**src/rtl/dbus_interconnect.sv**
```systemverilog
// dbus_interconnect
//   Data-bus interconnect between the CPU data port and NSLAVES slaves.
//   Addresses decode against ascending slave base addresses (the highest
//   base not above the address wins). Each slave may have a fixed number of
//   wait states; the read and write channels are independent.
//
//   Optional feature, macro DBUS_UNMAPPED_ERR_EN: accesses above TOP_ADDR
//   reach no slave. Instead they raise bus_err for one cycle and record the
//   address in bus_err_addr. Without the macro both of these outputs are
//   tied to 0.
//
// Ports
//   clk, reset                  clock, synchronous active-high reset
//   dread_req/addr              CPU read request and address
//   dread_ready/valid/data      read accept, read data valid, read data
//   dwrite_addr/data/en         CPU write; a nonzero en is a write request
//   dwrite_ready                write channel can accept a request
//   s_dread_addr, s_dread_data  slave read address broadcast and read data
//                               (slot k belongs to slave k)
//   s_dwrite_addr/data/en       slave write broadcast and per-slave strobes
//   bus_err, bus_err_addr       unmapped-access pulse and its sticky address
//
// Read FSM  state | meaning
//   RIDLE | no read outstanding
//   RWAIT | slave wait states counting down, address held
//   RDONE | read data returned this cycle; a new request may be taken
// Write FSM state | meaning
//   WIDLE | ready; zero-wait writes are strobed straight through
//   WWAIT | latched write waiting; strobe when the count reaches 1
module dbus_interconnect #(
  parameter int NSLAVES   = 2,
  parameter int ADDRWIDTH = 16,
  parameter int DATAWIDTH = 16,
  parameter logic [NSLAVES*ADDRWIDTH-1:0] SLAVE_BASES = {16'h2000, 16'h0000},
  parameter logic [NSLAVES*4-1:0]         WAIT_STATES = {4'd0, 4'd0},
  parameter logic [ADDRWIDTH-1:0]         TOP_ADDR    = 16'hFFFF
) (
  input  logic                           clk,
  input  logic                           reset,
  input  logic                           dread_req,
  input  logic [ADDRWIDTH-1:0]           dread_addr,
  output logic                           dread_ready,
  output logic                           dread_valid,
  output logic [DATAWIDTH-1:0]           dread_data,
  input  logic [ADDRWIDTH-1:0]           dwrite_addr,
  input  logic [DATAWIDTH-1:0]           dwrite_data,
  input  logic [DATAWIDTH/8-1:0]         dwrite_en,
  output logic                           dwrite_ready,
  output logic [ADDRWIDTH-1:0]           s_dread_addr,
  input  logic [NSLAVES*DATAWIDTH-1:0]   s_dread_data,
  output logic [ADDRWIDTH-1:0]           s_dwrite_addr,
  output logic [DATAWIDTH-1:0]           s_dwrite_data,
  output logic [NSLAVES*DATAWIDTH/8-1:0] s_dwrite_en,
  output logic                           bus_err,
  output logic [ADDRWIDTH-1:0]           bus_err_addr
);

  localparam int NB = DATAWIDTH / 8;
  localparam int SW = (NSLAVES > 1) ? $clog2(NSLAVES) : 1;

  typedef enum logic [1:0] {RIDLE, RWAIT, RDONE} rstate_t;
  typedef enum logic       {WIDLE, WWAIT}        wstate_t;

  function automatic logic [SW-1:0] decode(input logic [ADDRWIDTH-1:0] a);
    logic [SW-1:0] s;
    s = '0;
    for (int k = 0; k < NSLAVES; k++)
      if (a >= SLAVE_BASES[k*ADDRWIDTH +: ADDRWIDTH]) s = SW'(k);
    return s;
  endfunction

  function automatic logic [3:0] wait_of(input logic [SW-1:0] s);
    logic [3:0] w;
    w = '0;
    for (int k = 0; k < NSLAVES; k++)
      if (s == SW'(k)) w = WAIT_STATES[k*4 +: 4];
    return w;
  endfunction

  // ---------------- read channel ----------------
  rstate_t              rstate, rstate_n;
  logic [3:0]           rcnt, rcnt_n;
  logic [ADDRWIDTH-1:0] raddr, raddr_n;
  logic [SW-1:0]        rsel, rsel_n;
  logic                 rerr, rerr_n;
  logic                 rd_accept, rd_unmapped;
  logic [SW-1:0]        rd_sel;
  logic [3:0]           rd_wait;
  logic [DATAWIDTH-1:0] rd_slot_data;

  assign rd_sel  = decode(dread_addr);
  assign rd_wait = wait_of(rd_sel);

`ifdef DBUS_UNMAPPED_ERR_EN
  assign rd_unmapped = (dread_addr > TOP_ADDR);
`else
  assign rd_unmapped = 1'b0;
`endif

  always_comb begin
    rstate_n  = rstate;
    rcnt_n    = rcnt;
    raddr_n   = raddr;
    rsel_n    = rsel;
    rerr_n    = rerr;
    rd_accept = 1'b0;
    case (rstate)
      RWAIT: begin
        if (rcnt == 4'd1) rstate_n = RDONE;
        else              rcnt_n   = rcnt - 4'd1;
      end
      default: begin
        // RDONE behaves as RIDLE so back-to-back reads stream one per cycle
        rstate_n = RIDLE;
        if (dread_req) begin
          rd_accept = 1'b1;
          raddr_n   = dread_addr;
          rsel_n    = rd_sel;
          rerr_n    = rd_unmapped;
          if (rd_unmapped || rd_wait == 4'd0) begin
            rstate_n = RDONE;
            rcnt_n   = 4'd0;
          end else begin
            rstate_n = RWAIT;
            rcnt_n   = rd_wait;
          end
        end
      end
    endcase
  end

  always_ff @(posedge clk) begin
    if (reset) begin
      rstate <= RIDLE;
      rcnt   <= '0;
      raddr  <= '0;
      rsel   <= '0;
      rerr   <= 1'b0;
    end else begin
      rstate <= rstate_n;
      rcnt   <= rcnt_n;
      raddr  <= raddr_n;
      rsel   <= rsel_n;
      rerr   <= rerr_n;
    end
  end

  always_comb begin
    rd_slot_data = '0;
    for (int k = 0; k < NSLAVES; k++)
      if (rsel == SW'(k)) rd_slot_data = s_dread_data[k*DATAWIDTH +: DATAWIDTH];
  end

  assign dread_ready  = (rstate != RWAIT);
  assign dread_valid  = (rstate == RDONE) && !reset;
  assign dread_data   = (dread_valid && !rerr) ? rd_slot_data : '0;
  // synchronous-read slaves need the address stable for the whole wait
  assign s_dread_addr = dread_ready ? dread_addr : raddr;

  // ---------------- write channel ----------------
  wstate_t              wstate, wstate_n;
  logic [3:0]           wcnt, wcnt_n;
  logic [ADDRWIDTH-1:0] waddr, waddr_n;
  logic [DATAWIDTH-1:0] wdata, wdata_n;
  logic [NB-1:0]        wen, wen_n;
  logic [SW-1:0]        wsel, wsel_n;
  logic                 wr_accept, wr_unmapped;
  logic [SW-1:0]        wr_sel, strobe_sel;
  logic [3:0]           wr_wait;
  logic [NB-1:0]        strobe_en;

  assign wr_sel  = decode(dwrite_addr);
  assign wr_wait = wait_of(wr_sel);

`ifdef DBUS_UNMAPPED_ERR_EN
  assign wr_unmapped = (dwrite_addr > TOP_ADDR);
`else
  assign wr_unmapped = 1'b0;
`endif

  always_comb begin
    wstate_n      = wstate;
    wcnt_n        = wcnt;
    waddr_n       = waddr;
    wdata_n       = wdata;
    wen_n         = wen;
    wsel_n        = wsel;
    wr_accept     = 1'b0;
    strobe_en     = '0;
    strobe_sel    = wr_sel;
    s_dwrite_addr = dwrite_addr;
    s_dwrite_data = dwrite_data;
    case (wstate)
      WWAIT: begin
        strobe_sel    = wsel;
        s_dwrite_addr = waddr;
        s_dwrite_data = wdata;
        if (wcnt == 4'd1) begin
          strobe_en = wen;
          wstate_n  = WIDLE;
        end else begin
          wcnt_n = wcnt - 4'd1;
        end
      end
      default: begin
        if (|dwrite_en) begin
          wr_accept = 1'b1;
          if (!wr_unmapped) begin
            if (wr_wait == 4'd0) begin
              strobe_en = dwrite_en;
            end else begin
              wstate_n = WWAIT;
              wcnt_n   = wr_wait;
              waddr_n  = dwrite_addr;
              wdata_n  = dwrite_data;
              wen_n    = dwrite_en;
              wsel_n   = wr_sel;
            end
          end
        end
      end
    endcase
  end

  always_ff @(posedge clk) begin
    if (reset) begin
      wstate <= WIDLE;
      wcnt   <= '0;
      waddr  <= '0;
      wdata  <= '0;
      wen    <= '0;
      wsel   <= '0;
    end else begin
      wstate <= wstate_n;
      wcnt   <= wcnt_n;
      waddr  <= waddr_n;
      wdata  <= wdata_n;
      wen    <= wen_n;
      wsel   <= wsel_n;
    end
  end

  // a write caught by reset in its strobe cycle is dropped, not issued
  always_comb begin
    s_dwrite_en = '0;
    for (int k = 0; k < NSLAVES; k++)
      if (!reset && strobe_sel == SW'(k)) s_dwrite_en[k*NB +: NB] = strobe_en;
  end

  assign dwrite_ready = (wstate == WIDLE);

  // ---------------- unmapped-access reporting ----------------
`ifdef DBUS_UNMAPPED_ERR_EN
  logic rd_err_acc, wr_err_acc;
  assign rd_err_acc = rd_accept && rd_unmapped;
  assign wr_err_acc = wr_accept && wr_unmapped;
  assign bus_err    = !reset && (rd_err_acc || wr_err_acc);

  // read address wins when both channels fault together
  always_ff @(posedge clk) begin
    if (reset)           bus_err_addr <= '0;
    else if (rd_err_acc) bus_err_addr <= dread_addr;
    else if (wr_err_acc) bus_err_addr <= dwrite_addr;
  end
`else
  logic unused_cfg;
  assign unused_cfg   = ^{TOP_ADDR, rd_accept, wr_accept};
  assign bus_err      = 1'b0;
  assign bus_err_addr = '0;
`endif

endmodule

```
**config.mk**
```make
export PLATFORM = sky130hd
export DESIGN_NAME = dbus_interconnect
export DESIGN_NICKNAME = d
export VERILOG_FILES = /design/src/rtl/dbus_interconnect.sv
export SDC_FILE = /design/constraint.sdc
export NUM_CORES = 1
export LEC_CHECK = 0
export ABC_AREA = 1
export CORE_ASPECT_RATIO = 0.6
export CORE_MARGIN = 2
export CORE_UTILIZATION = 26
export DETAILED_ROUTE_END_ITERATION = 7
export PLACE_DENSITY_LB_ADDON = 0.15
export RECOVER_POWER = 50
export SETUP_SLACK_MARGIN = 0.1
export SLEW_MARGIN = 20
export SYNTH_ARGS = -nofsm -noshare
export SYNTH_HDL_FRONTEND = slang
export SYNTH_SLANG_ARGS = --single-unit
```
**constraint.sdc**
```tcl
create_clock -name clk -period 3.78 [get_ports clk]
set_clock_uncertainty 0.2 [all_clocks]
set_input_delay 0.756 -clock clk [delete_from_list [all_inputs] [get_ports clk]]
set_output_delay 0.756 -clock clk [all_outputs]
set_load 0.03 [all_outputs]
```
**After elaboration in Yosys (flattened, before gate mapping)**

Cells that the tools add are included.
W data, S select, Z words.

- Word-level logic and storage cells: 50
- Register bits after elaboration: 28

- Bitwise gates (word level): 4
- Reductions and logical operators: 10
- Equal/unequal tests: 7
- Mux-type cells: 19
- $lt $le $gt $ge: 2
- $add $sub $neg: 2

Operator list:

| operator | count |
|---|---|
| $mux W16 | 5 |
| $ge A16 B14 Y1 const B | 2 |
| $mux W2 | 7 |
| $mux W4 | 3 |
| $eq A4 B1 Y1 const B | 2 |
| $sub A4 B1 Y4 const B | 2 |
| $reduce_and A2 Y1 | 3 |
| $mux W1 | 4 |
| $ne A2 B2 Y1 const B | 2 |
| $not A1 Y1 | 4 |
| $reduce_or A2 Y1 | 2 |
| $logic_and A1 B1 Y1 | 3 |
| $eq A2 B1 Y1 const B | 1 |
| $eq A2 B2 Y1 const B | 1 |
| $ne A2 B1 Y1 const B | 1 |
| $reduce_bool A2 Y1 | 1 |
| $logic_not A1 Y1 | 1 |

**Longest topological paths before layout**

Gate-level depths: netlist of the first run.

- Word-level depth: 6
- Depth in mapped cells: 8
- Gate-level depth less buffers: 8

**Worst setup path after synthesis of the first run**

OpenSTA, ideal clock, no wires.

- Path type: input-to-output
- From: input port dwrite_addr[13]
- To: output port s_dwrite_en[3]
- Path slack: 1.186 ns
- Data required time: 2.824 ns
- Path buffers: 0
- Data arrival time: 1.638 ns
- Cell stages on the path: 4
- Cells stage by stage: inv_1 -> nand3_1 -> nand3_1 -> nor3_1

- Cells in the longest elaborated chain, start to end: 5

RTL lines:

| element | line | RTL |
|---|---|---|
| start, declared | 45 | `input logic [ADDRWIDTH-1:0] dwrite_addr,` |
| $ge A16 B14 Y1 | 68 | `if (a >= SLAVE_BASES[k*ADDRWIDTH +: ADDRWIDTH]) s = SW'(k);` |
| $mux W1 | 68 |  |
| $mux W1 | 193 | `case (wstate)` |
| $logic_and A1 B1 Y1 | 247 | `if (!reset && strobe_sel == SW'(k)) s_dwrite_en[k*NB +: NB] = strobe_en;` |
| $mux W2 | 247 |  |
| end, declared | 53 | `output logic [NSLAVES*DATAWIDTH/8-1:0] s_dwrite_en,` |

No other way between the ends.

**Worst setup path after layout of the first run**

- From: input port reset
- To: output port dread_data[14]

- Cells in the longest elaborated chain, start to end: 3

RTL lines:

| element | line | RTL |
|---|---|---|
| start, declared | 39 | `input logic reset,` |
| $logic_not A1 Y1 | 155 | `assign dread_valid = (rstate == RDONE) && !reset;` |
| $logic_and A1 B1 Y1 | 155 |  |
| $mux W16 | 156 | `assign dread_data = (dread_valid && !rerr) ? rd_slot_data : '0;` |
| end, declared | 44 | `output logic [DATAWIDTH-1:0] dread_data,` |

No other way between the ends.

==> results of run 1 <==
==> cell usage in the layout, fill, tap and decap left out, types with 3 or more instances in the layout <==
cell,synthesis,routed
sky130_fd_sc_hd__a21oi_1,16,16
sky130_fd_sc_hd__clkbuf_8,0,3
sky130_fd_sc_hd__clkdlybuf4s50_1,0,109
sky130_fd_sc_hd__conb_1,2,18
sky130_fd_sc_hd__dfxtp_1,7,7
sky130_fd_sc_hd__dlygate4sd3_1,0,19
sky130_fd_sc_hd__inv_1,39,39
sky130_fd_sc_hd__inv_2,3,3
sky130_fd_sc_hd__nand2_1,41,41
sky130_fd_sc_hd__nand3_1,4,4
sky130_fd_sc_hd__nor2_1,45,45
==> where the power goes <==
part	internal [W]	switching, W	total, W	leakage [nW]
sequential	0.0000756	0.00000479	0.0000804	0.0570
combinational	0.000117	0.000124	0.000241	1.05
clock	0.0000730	0.0000335	0.000107	0.0228
total	0.000265	0.000162	0.000428	1.13
==> how the worst min path moves through the flow <==
stage,from,endpoint,slack [ps]
global placement,wcnt[1],wcnt[1],270
floorplan,wcnt[1],wcnt[1],250
CTS,wcnt[1],wcnt[1],280
global route,wcnt[1],wcnt[1],300
detailed placement,wcnt[1],wcnt[1],270
finish,wcnt[1],wcnt[1],280
==> metrics by stage <==
stage	utilization	power, W	cells	hold WS [ps]
after CTS	0.520	0.000436	385	280
after global placement	0.510	0.000327	381	268
after global routing	0.520	0.000454	385	302
after detailed placement	0.510	0.000327	381	271
final	0.520	0.000428	385	278
after floorplan	-	0.000243	231	253
==> sequential cells by signal, summed over array words and instances, names as in the netlist <==
| signal | cells |
|---|---|
| rsel | 1 |
| wcnt | 4 |
| wstate | 1 |
| rstate | 1 |
==> critical path, cell delays in order <==
cell and delay, ps:
sky130_fd_sc_hd__dlygate4sd3_1 590, sky130_fd_sc_hd__inv_2 160, sky130_fd_sc_hd__nand2_4 150, sky130_fd_sc_hd__a21oi_1 160
sky130_fd_sc_hd__clkdlybuf4s50_1 690
==> routing by layer <==
metal  wire length, µm  vias up
met5                 0        -
met4                19        0
met3               224        4
met2              1750       52
met1              1970      588
li1                  -      788
==> final cells by class <==
type	count	area (µm²)	share of cell area
clock buffers	4	45.0	0.0193
inverters	44	170	0.0728
multi-input cells	138	614	0.263
flip-flops and latches	7	140	0.0600
well taps	63	78.8	0.0337
repair buffers	129	1290	0.551
==> cell families (layout without fill, tap and decap cells) <==
group           after synthesis  count (layout)
simple gates                 99              99
buf+inv                      86             177
compound gates               19              19
flops                         7               7
fa+ha+maj                     2               2
other cells                   2              18
==> qor_table.md, run 1 <==
| Item | Reported | Unit |
|---|---|---|
| Mean number of vias per cell | 3.72 | - |
| Clock sinks | 7 | - |
| Filler cells | 465 | - |
| Share of synthesized cell area in and, or, nand and nor gates | 0.354 | - |
| Busiest metal layer after global routing | met2 | - |
| Complex-gate fraction of the synthesized area | 0.0827 | - |
| Number of primary I/O pins | 173 | - |
| Critical path start-end classification | input pin to primary output | - |
| Count of vias placed by the detailed router | 1432 | - |
| Post-placement cell area | 2290 | µm² |
| Mean area per synthesized cell | 5.56 | µm² |
| Final setup TNS | 0 | ps |
| Async set or reset register ratio after synthesis | 0 | - |
| Fraction of synthesized cell area in xor and xnor cells | 0 | - |
| Reg-to-reg critical path endpoint | wcnt[0] | - |
| GRT met3 Usage | 0.0282 | - |
| Final number of max-transition violations | 0 | - |
| Share of cells above drive strength 1 | 0.0497 | - |
| Slew margin rel. | 0.564 | - |
| Number of warnings printed during yosys synthesis | 0 | - |
| Mux share of post-synthesis cell area | 0 | - |
| Number of H-tree levels | 1 | - |
| Clock latency on the worst-skew pair | 230 | ps |
| Power per standard cell area | 183 | nW/µm² |
| Detailed Place HPWL | 3310 | µm |
| Most common flop cell mapped by yosys | sky130_fd_sc_hd__dfxtp_1 | - |
| Count of TritonRoute iterations in the first routing pass | 4 | - |
| Total global routing track utilization | 0.151 | - |
| Width of the die | 91.5 | µm |
| Maximum achievable frequency | 0.289 | GHz |
| Area share of the leading cell type in the synthesized netlist | 0.239 | - |
| Sequential element share of the synthesized area | 0.117 | - |
| Post-synthesis instance area | 1190 | µm² |
| Placer's final routability congestion estimate | 0.735 | - |
| Number of max-cap violations | 0 | - |
| Cell accounting for the most synthesized area | sky130_fd_sc_hd__buf_4 | - |
| Period utilisation layout | 0.917 | - |
| Static leakage | 1.13 | nW |
| Maximum number of pins on one net before global-route repair | 35 | - |
| Global-route met2 utilization | 0.236 | - |
| Number of synthesized register bits | 7 | - |
| DRT iter0 DRCs | 46 | - |
| Port bufs | 128 | - |
| Finish-stage setup viols | 0 | - |
| Arithmetic-cell share of the synthesized area counting full adders, half adders and majority gates | 0.0209 | - |
| Worst min path class | flip-flop to flip-flop | - |
| Inserted Diodes | 0 | - |
| Number of setup buffers added after CTS | 0 | - |
| Number of standard cells after synthesis | 215 | - |
| Capturing element of the worst setup path | dread_data[14] | - |
| Final worst setup slack | 314 | ps |
| Largest family of logic cells by synthesized area | buffers and inverters | - |
| Residual DRC count | 0 | - |
| Number of buffers on the longest clock path | 2 | - |
| Count of distinct cell types in the synthesized netlist | 21 | - |
| Cts bufs inserted | 3 | - |
| Die span in y | 56.5 | µm |
| Worst Reg-to-Reg Cells | 6 | - |
| Number of placement rows | 19 | - |
| Worst setup timing slack at the placement stage | 434 | ps |
| TritonCTS clock tree | built | - |
| Vias in the first global route | 1279 | - |
| Clk Tree Root Cell | sky130_fd_sc_hd__clkbuf_8 | - |
| Final wirelength | 3960 | µm |
| Fin nets | 410 | - |
| Worst R2R Start | wcnt[1] | - |
| Largest fanout of any net on the critical path | 17 | - |
| Slack of the worst reg-to-reg path | 2450 | ps |
| Post-route standard cell area excluding fillers | 2340 | µm² |
| Clock transition at the register clock pins on the worst setup and hold paths after CTS | 40 | ps |
| Synth top cells by count | sky130_fd_sc_hd__nor2_1, sky130_fd_sc_hd__nand2_1, sky130_fd_sc_hd__inv_1 | - |
| Area added between synthesis and finish | 95.6 | % |
| Count of instances resized after the clock tree is built | 0 | - |
| Number of enable-type register cells in the synthesized netlist | 0 | - |
| Initial cell density of the core | 0.266 | - |
| Transition at the pin with the smallest max-transition slack | 653 | ps |
| Instance count along the most critical hold path | 2 | - |
| Global-route congestion overflow total | 0 | - |
| Detailed-route wire length per cell | 10.3 | µm |
| Required time at the endpoint of the critical path | 2820 | ps |
| Core area | 4490 | µm² |
| Antenna violations before repair | 0 | - |
| DIE AREA | 5170 | µm² |
| Antenna Nets Post-Route | 0 | - |
| Capturing element type of the critical path | primary output | - |
| Hold-fix buffers, CTS | 0 | - |
| Setup repair after global routing missed its margin | false | - |
| CP Data Arrival Time | 2510 | ps |
| Min Clock Period, post-route | 3470 | ps |
| Sort of element at the start of the critical path | input pin | - |
| Fin. Hold Viols | 0 | - |
| Cell types occupying the most area after synthesis | sky130_fd_sc_hd__buf_4, sky130_fd_sc_hd__nor2_1, sky130_fd_sc_hd__nand2_1, sky130_fd_sc_hd__inv_1, sky130_fd_sc_hd__dfxtp_1 | - |
| Result of the run | completed | - |
| Largest voltage drop on the vdd net | 169 | µV |
| Start point of the critical path | reset | - |
| GR met1 Demand/Resource | 0.220 | - |
| Most instantiated library cell after synthesis | sky130_fd_sc_hd__nor2_1 | - |
| First-pass GRT wire length | 6420 | µm |
No activity file was read; power rests on OpenSTA's default activity.
==> inputs of run 2 (changes only) <==
CORE_ASPECT_RATIO = 0.75   (was 0.6)
==> run 2 against run 1 <==
Routed wire length shrank 5.7%. Die area shrank 0.23%. Clock-buffer cell count is the same. Largest cell class unchanged. Clock power is essentially flat. Core utilization grew 0.45 points. Worst hold slack lost 1.6 ps. Total power shrank 0.24%. Final area shrank 0.32%. Register-to-register slack is essentially flat. Critical endpoint unchanged. Flip-flop and latch count is the same. Cell count shrank 1.6%. Sequential share of layout area is essentially flat.
==> qor_table.md, run 2 (synthesis gave the netlist of run 1 again) <==
| Item | Reported | Unit | vs previous |
|---|---|---|---|
| Result of the run | completed | - |  |
| Number of buffers on the longest clock path | 2 | - | unchanged |
| Maximum number of pins on one net before global-route repair | 33 | - | -5.7% |
| Routed length on met1 | 1590 | µm | -19% |
| Final core occ | 0.525 | - | +0.00447 |
| Family with the most delay on the worst path | buffers and inverters | - |  |
| Largest voltage drop on the vdd net | 90.0 | µV | -47% |
| DIE AREA | 5160 | µm² | -0.23% |
| Final wirelength | 3730 | µm | -5.7% |
| Port bufs | 128 | - | unchanged |
| Area added between synthesis and finish | 95.0 | % |  |
| Count of vias placed by the detailed router | 1444 | - | +0.84% |
| Mean number of vias per cell | 3.81 | - | +2.4% |
| Required time at the endpoint of the critical path | 2820 | ps | about the same |
| Capturing element type of the critical path | primary output | - |  |
| Cts bufs inserted | 3 | - | unchanged |
| Width of the die | 82.3 | µm | -10% |
| Die span in y | 62.7 | µm | +11% |
| Detailed-route wire length per cell | 9.85 | µm | -4.2% |
| Placer's final routability congestion estimate | 0.746 | - | +1.5% |
| Fin nets | 410 | - | unchanged |
| Total global routing track utilization | 0.145 | - | -0.00665 |
| Final number of max-transition violations | 0 | - | unchanged |
| Number of primary I/O pins | 173 | - | unchanged |
| Filler cells | 442 | - | -4.9% |
| Fin. Hold Viols | 0 | - | unchanged |
| Hold-fix buffers, CTS | 0 | - | unchanged |
| Share of cells above drive strength 1 | 0.0497 | - | unchanged |
| Slack of the worst reg-to-reg path | 2450 | ps | about the same |
| Clk Tree Root Cell | sky130_fd_sc_hd__clkbuf_8 | - |  |
| Number of max-cap violations | 0 | - | unchanged |
| Reg-to-reg critical path endpoint | wcnt[2] | - |  |
| Maximum cell stage delay along the critical path | 690 | ps | about the same |
| DRT iter0 DRCs | 93 | - | +100% |
| Max FFs per register | 4 | - | unchanged |
| TritonCTS clock tree | built | - |  |
| Detailed Place HPWL | 3140 | µm | -5.1% |
| Worst R2R Start | wcnt[0] | - |  |
| Number of placement rows | 21 | - | +2 |
| Power per standard cell area | 183 | nW/µm² | about the same |
| Max Used Layer | met4 | - |  |
| Most frequent standard cell in the layout excluding fill and tap cells | sky130_fd_sc_hd__clkdlybuf4s50_1 | - |  |
| Critical path start-end classification | input pin to primary output | - |  |
| Critical path cell sequence | dlygate4sd3_1, inv_2, nand2_4, a21oi_1, clkdlybuf4s50_1 | - |  |
| Worst Reg-to-Reg Cells | 7 | - | +1 |
| Residual DRC count | 0 | - | unchanged |
| Capturing element of the worst setup path | dread_data[14] | - |  |
| Clock transition at the register clock pins on the worst setup and hold paths after CTS | 40 | ps | about the same |
| Final Total Pwr | 0.000427 | W | -0.24% |
| Largest fanout of any net on the critical path | 17 | - | unchanged |
| Setup repair after global routing missed its margin | false | - |  |
| Core area | 4440 | µm² | -1.2% |
| Min Clock Period, post-route | 3480 | ps | +18.6 ps |
| Total met2 wirelength after detailed routing | 1890 | µm | +8.5% |
| Finish-stage setup viols | 0 | - | unchanged |
| Number of H-tree levels | 1 | - | unchanged |
| Most frequent cells in the layout | sky130_fd_sc_hd__clkdlybuf4s50_1, sky130_fd_sc_hd__nor2_1, sky130_fd_sc_hd__nand2_1 | - |  |
| Buffering stage count on the worst path with inverters included | 3 | - | unchanged |
| Transition at the pin with the smallest max-transition slack | 638 | ps | -15.2 ps |
| Count of TritonRoute iterations in the first routing pass | 4 | - | unchanged |
| Final setup TNS | 0 | ps | unchanged |
| Worst min path class | flip-flop to flip-flop | - |  |
| Sort of element at the start of the critical path | input pin | - |  |
| Slew margin rel. | 0.574 | - | +0.0102 |
| Most flop-heavy register | wcnt | - |  |
| Count of instances resized after the clock tree is built | 0 | - | unchanged |
| Static leakage | 1.13 | nW | unchanged |
| Number of setup buffers added after CTS | 0 | - | unchanged |
| Inserted Diodes | 0 | - | unchanged |
| Wire length on met3 | 229 | µm | +2.2% |
| Period utilisation layout | 0.922 | - | +0.00492 |
| First-pass GRT wire length | 6030 | µm | -6.1% |
| Antenna violations before repair | 0 | - | unchanged |
| Vias in the first global route | 1361 | - | +6.4% |
| Slowest stage cell, crit path | sky130_fd_sc_hd__clkdlybuf4s50_1 | - |  |
| Maximum achievable frequency | 0.287 | GHz | -0.53% |
| Clock sinks | 7 | - | unchanged |
| Antenna Nets Post-Route | 0 | - | unchanged |
| Crit. path cell count | 5 | - | unchanged |
| Start point of the critical path | reset | - |  |
| Initial cell density of the core | 0.269 | - | +0.00315 |
| Clock latency on the worst-skew pair | 230 | ps | about the same |
| CP Data Arrival Time | 2530 | ps | +20 ps |
| Global-route congestion overflow total | 0 | - | unchanged |
-- run 2: layout make-up --
cell class,count,area [µm²],area share
timing repair buffer,129,1290,0.553
multi-input combinational,138,614,0.264
inverter,44,170,0.0730
sequential,7,140,0.0602
tap,57,71.3,0.0306
clock buffer,4,45.0,0.0193
-- run 2: worst min-delay path by stage --
| stage | startpoint | to | slack (ps) | cells past startpoint |
|---|---|---|---|---|
| after global routing | wcnt[1] | wcnt[1] | 300 | 2 |
| final | wcnt[1] | wcnt[1] | 280 | 2 |
| after CTS | wcnt[1] | wcnt[1] | 280 | 2 |
| after floorplan | wcnt[1] | wcnt[1] | 250 | 2 |
| after detailed placement | wcnt[1] | wcnt[1] | 270 | 2 |
| after global placement | wcnt[1] | wcnt[1] | 270 | 2 |
-- run 2: layer usage --
| layer | vias up | track usage |
|---|---|---|
| li1 | 789 | - |
| met1 | 595 | 0.169 |
| met2 | 58 | 0.261 |
| met3 | 2 | 0.0332 |
| met4 | 0 | 0.0354 |
| met5 | - | 0 |
-- run 2: per-stage QoR --
| stage | hold WS, ps | cells | worst slack [ps] | instance area [µm²] |
|---|---|---|---|---|
| final | 276 | 379 | 296 | 2330 |
| after detailed placement | 273 | 375 | 408 | 2280 |
| after floorplan | 253 | 231 | 1190 | 1250 |
| after global routing | 296 | 379 | 200 | 2330 |
| after CTS | 283 | 379 | 409 | 2330 |
| after global placement | 271 | 375 | 458 | 2280 |
-- run 2: worst register-to-register path, delay by kind of cell (launching register included) --
kind | cells | cell delay [ps]
compound gates | 1 | 150
fa+ha+maj | 1 | 210
buf+inv | 2 | 140
flops | 1 | 380
simple gates | 3 | 170
-- run 2: report_power, final --
part	internal, W	total [W]	leakage, nW	switching [W]
sequential	0.0000756	0.0000802	0.0570	0.00000465
clock	0.0000730	0.000106	0.0228	0.0000330
combinational	0.000117	0.000241	1.05	0.000124
==> edit, RTL diff (flow settings as in run 1) <==
Re-encode `rstate_t` (3 states) as one-hot, 3 bits wide.
--- a/src/rtl/dbus_interconnect.sv
+++ b/src/rtl/dbus_interconnect.sv
@@ -58,7 +58,7 @@
   localparam int NB = DATAWIDTH / 8;
   localparam int SW = (NSLAVES > 1) ? $clog2(NSLAVES) : 1;
 
-  typedef enum logic [1:0] {RIDLE, RWAIT, RDONE} rstate_t;
+  typedef enum logic [2:0] {RIDLE = 3'b001, RWAIT = 3'b010, RDONE = 3'b100} rstate_t;
   typedef enum logic       {WIDLE, WWAIT}        wstate_t;
 
   function automatic logic [SW-1:0] decode(input logic [ADDRWIDTH-1:0] a);
Formal check against the unedited RTL: same outputs for any inputs over 10 cycles, from zero or initial values and one cycle with reset high; not proved beyond that.
==> edit against run 1 <==
Cell count down 0.26%; sequential cell count up 1; first-iteration DRC count down 46%; synthesized area up 0.73%; design area up 1.3%; setup slack worse by 0.090 ns; fmax down 2.5%; register-to-register slack better by 0.04 ns; total power down 1.8%; wire length up 4.0%; via count down 0.91%; largest cell class unchanged; largest power group unchanged.
==> edit: results (changes against run 1) <==
\begin{tabular}{lr}
\hline
Metric & Value \\
\hline
\multicolumn{2}{l}{\textbf{Status}} \\
\quad Outcome & finished, final reports clean \\
\multicolumn{2}{l}{\textbf{Clocking}} \\
\quad Clk buf depth & 2 (unchanged) \\
\quad Max H-tree Level & 1 (unchanged) \\
\quad Number of clock buffers inserted by TritonCTS & 3 (unchanged) \\
\multicolumn{2}{l}{\textbf{Placed design}} \\
\quad Setup WS pre-CTS & 0.297 ns (-0.137 ns) \\
\quad GP Congestion & 0.763 (+3.8\%) \\
\quad DP HPWL & 3470 µm (+4.9\%) \\
\multicolumn{2}{l}{\textbf{Min path}} \\
\quad Hold Path Class & reg -> reg \\
\multicolumn{2}{l}{\textbf{Synthesis}} \\
\quad Adder and majority cell fraction of the synthesized area & 2.08\% (-0.015 points) \\
\quad Synth unique cells & 20 (-4.8\%) \\
\quad Top cells by instance count after synthesis & nand2\_1 (47), inv\_1 (40), nor2\_1 (37) \\
\quad Proportion of synthesized chip area in sequential cells & 13.3\% (+1.6 points) \\
\quad Synth top area cells & buf\_4 (22\%), nand2\_1 (15\%), dfxtp\_1 (13\%), inv\_1 (12\%), nor2\_1 (12\%) \\
\quad Multiplexer area fraction after synthesis & 0\% (unchanged) \\
\quad Fraction of the mapped netlist area in compound gates & 12.3\% (+4.0 points) \\
\quad Synthesized-area fraction occupied by xor and xnor cells & 0.728\% (+0.73 points) \\
\multicolumn{2}{l}{\textbf{Drt}} \\
\quad Post-DR vias/cell & 3.70 (-0.65\%) \\
\quad Initial detailed-routing violation count & 25 (-46\%) \\
\quad Average wire length per cell after detail routing & 10.7 µm (+4.3\%) \\
\multicolumn{2}{l}{\textbf{Global routing}} \\
\quad All-Layer GR Usage & 15.2\% (+0.10 points) \\
\quad First-pass GRT wire length & 6550 µm (+1.9\%) \\
\quad Initial antenna violation count & 0 (unchanged) \\
\quad Maximum number of pins on one net before global-route repair & 32 (-8.6\%) \\
\quad Vias in the first global route & 1307 (+2.2\%) \\
\multicolumn{2}{l}{\textbf{Pwr}} \\
\quad Static Leakage & 1.12 nW (-0.96\%) \\
\quad Maximum vdd drop & 0.274 mV (+62\%) \\
\multicolumn{2}{l}{\textbf{Finish}} \\
\quad Layout fillers & 458 (-1.5\%) \\
\quad Fraction of final layout cells with drive strength greater than 1 & 6.54\% (+1.6 points) \\
\multicolumn{2}{l}{\textbf{Setup path}} \\
\quad Arrival time reported for the critical path endpoint & 2.60 ns (+0.09 ns) \\
\quad Number of cells traversed by the worst register-to-register path & 5 (-1) \\
\hline
\end{tabular}
edit: cell types whose count changed in the layout (fill, tap and decap cells not counted), moves of 2 or more:
cell	delta
a21oi_2	+9
a21oi_1	-5
nor3_1	+2
nor2_2	+2
nor2_1	-8
nand2_1	+6
inv_2	-3
edit: worst max-delay path, cell delays in order:
cell             delay [ns]
dlygate4sd3_1          0.64
nor2_2                 0.18
nand2_4                0.17
a21oi_1                0.16
clkdlybuf4s50_1        0.69
edit: metal layers:
layer	GRT usage [%]	share of wire (%)
met2	26.7	49
met1	19.6	45
met3	3.62	5.4
met4	2.13	0.51
met5	0	0
edit: per-stage QoR:
| stage | utilization [%] | power (W) | hold slack, ns | cells | instance area [µm²] |
|---|---|---|---|---|---|
| 3_3_place_gp | 51.5 | 0.000325 | 0.282 | 381 | 2330 |
| 3_5_place_dp | 51.5 | 0.000325 | 0.288 | 381 | 2330 |
| 5_1_grt | 52.4 | 0.000446 | 0.310 | 384 | 2370 |
| 4_1_cts | 52.4 | 0.000429 | 0.293 | 384 | 2370 |
| 2_1_floorplan | - | 0.000244 | 0.255 | 230 | 1260 |
| 6_report | 52.4 | 0.000420 | 0.288 | 384 | 2370 |
edit: path summary, 6_finish.rpt:
path | start | to | slack (ns)
max | reset | dread_data[4] | 0.22
min | wcnt[0] | wcnt[0] | 0.29
max reg2reg | wcnt[1] | wcnt[2] | 2.49
min reg2reg | wcnt[0] | wcnt[0] | 0.29
edit: area by class of cell:
class                   count  area share (%)
flip-flops and latches      8            6.77
clock buffers               3            1.74
well taps                  63            3.33
inverters                  42            6.82
repair buffers            130            54.8
multi-input cells         138            26.6
edit: cell families after synthesis:
logic type                 count (synthesis)
AOI/OAI and AO/OA                         22
xor gates and xnor gates                   1
adders and majority gates                  2
buffers and inverters                     84
DFF                                        8
other                                      2
and+or+nand+nor                           95
edit: power breakdown:
| part | leakage, nW | total, W | internal, W | switching, W |
|---|---|---|---|---|
| logic | 1.03 | 0.000231 | 0.000111 | 0.000120 |
| clock network | 0.0216 | 0.000101 | 0.0000688 | 0.0000319 |
| registers | 0.0653 | 0.0000880 | 0.0000868 | 0.00000121 |
| total | 1.12 | 0.000420 | 0.000267 | 0.000153 |
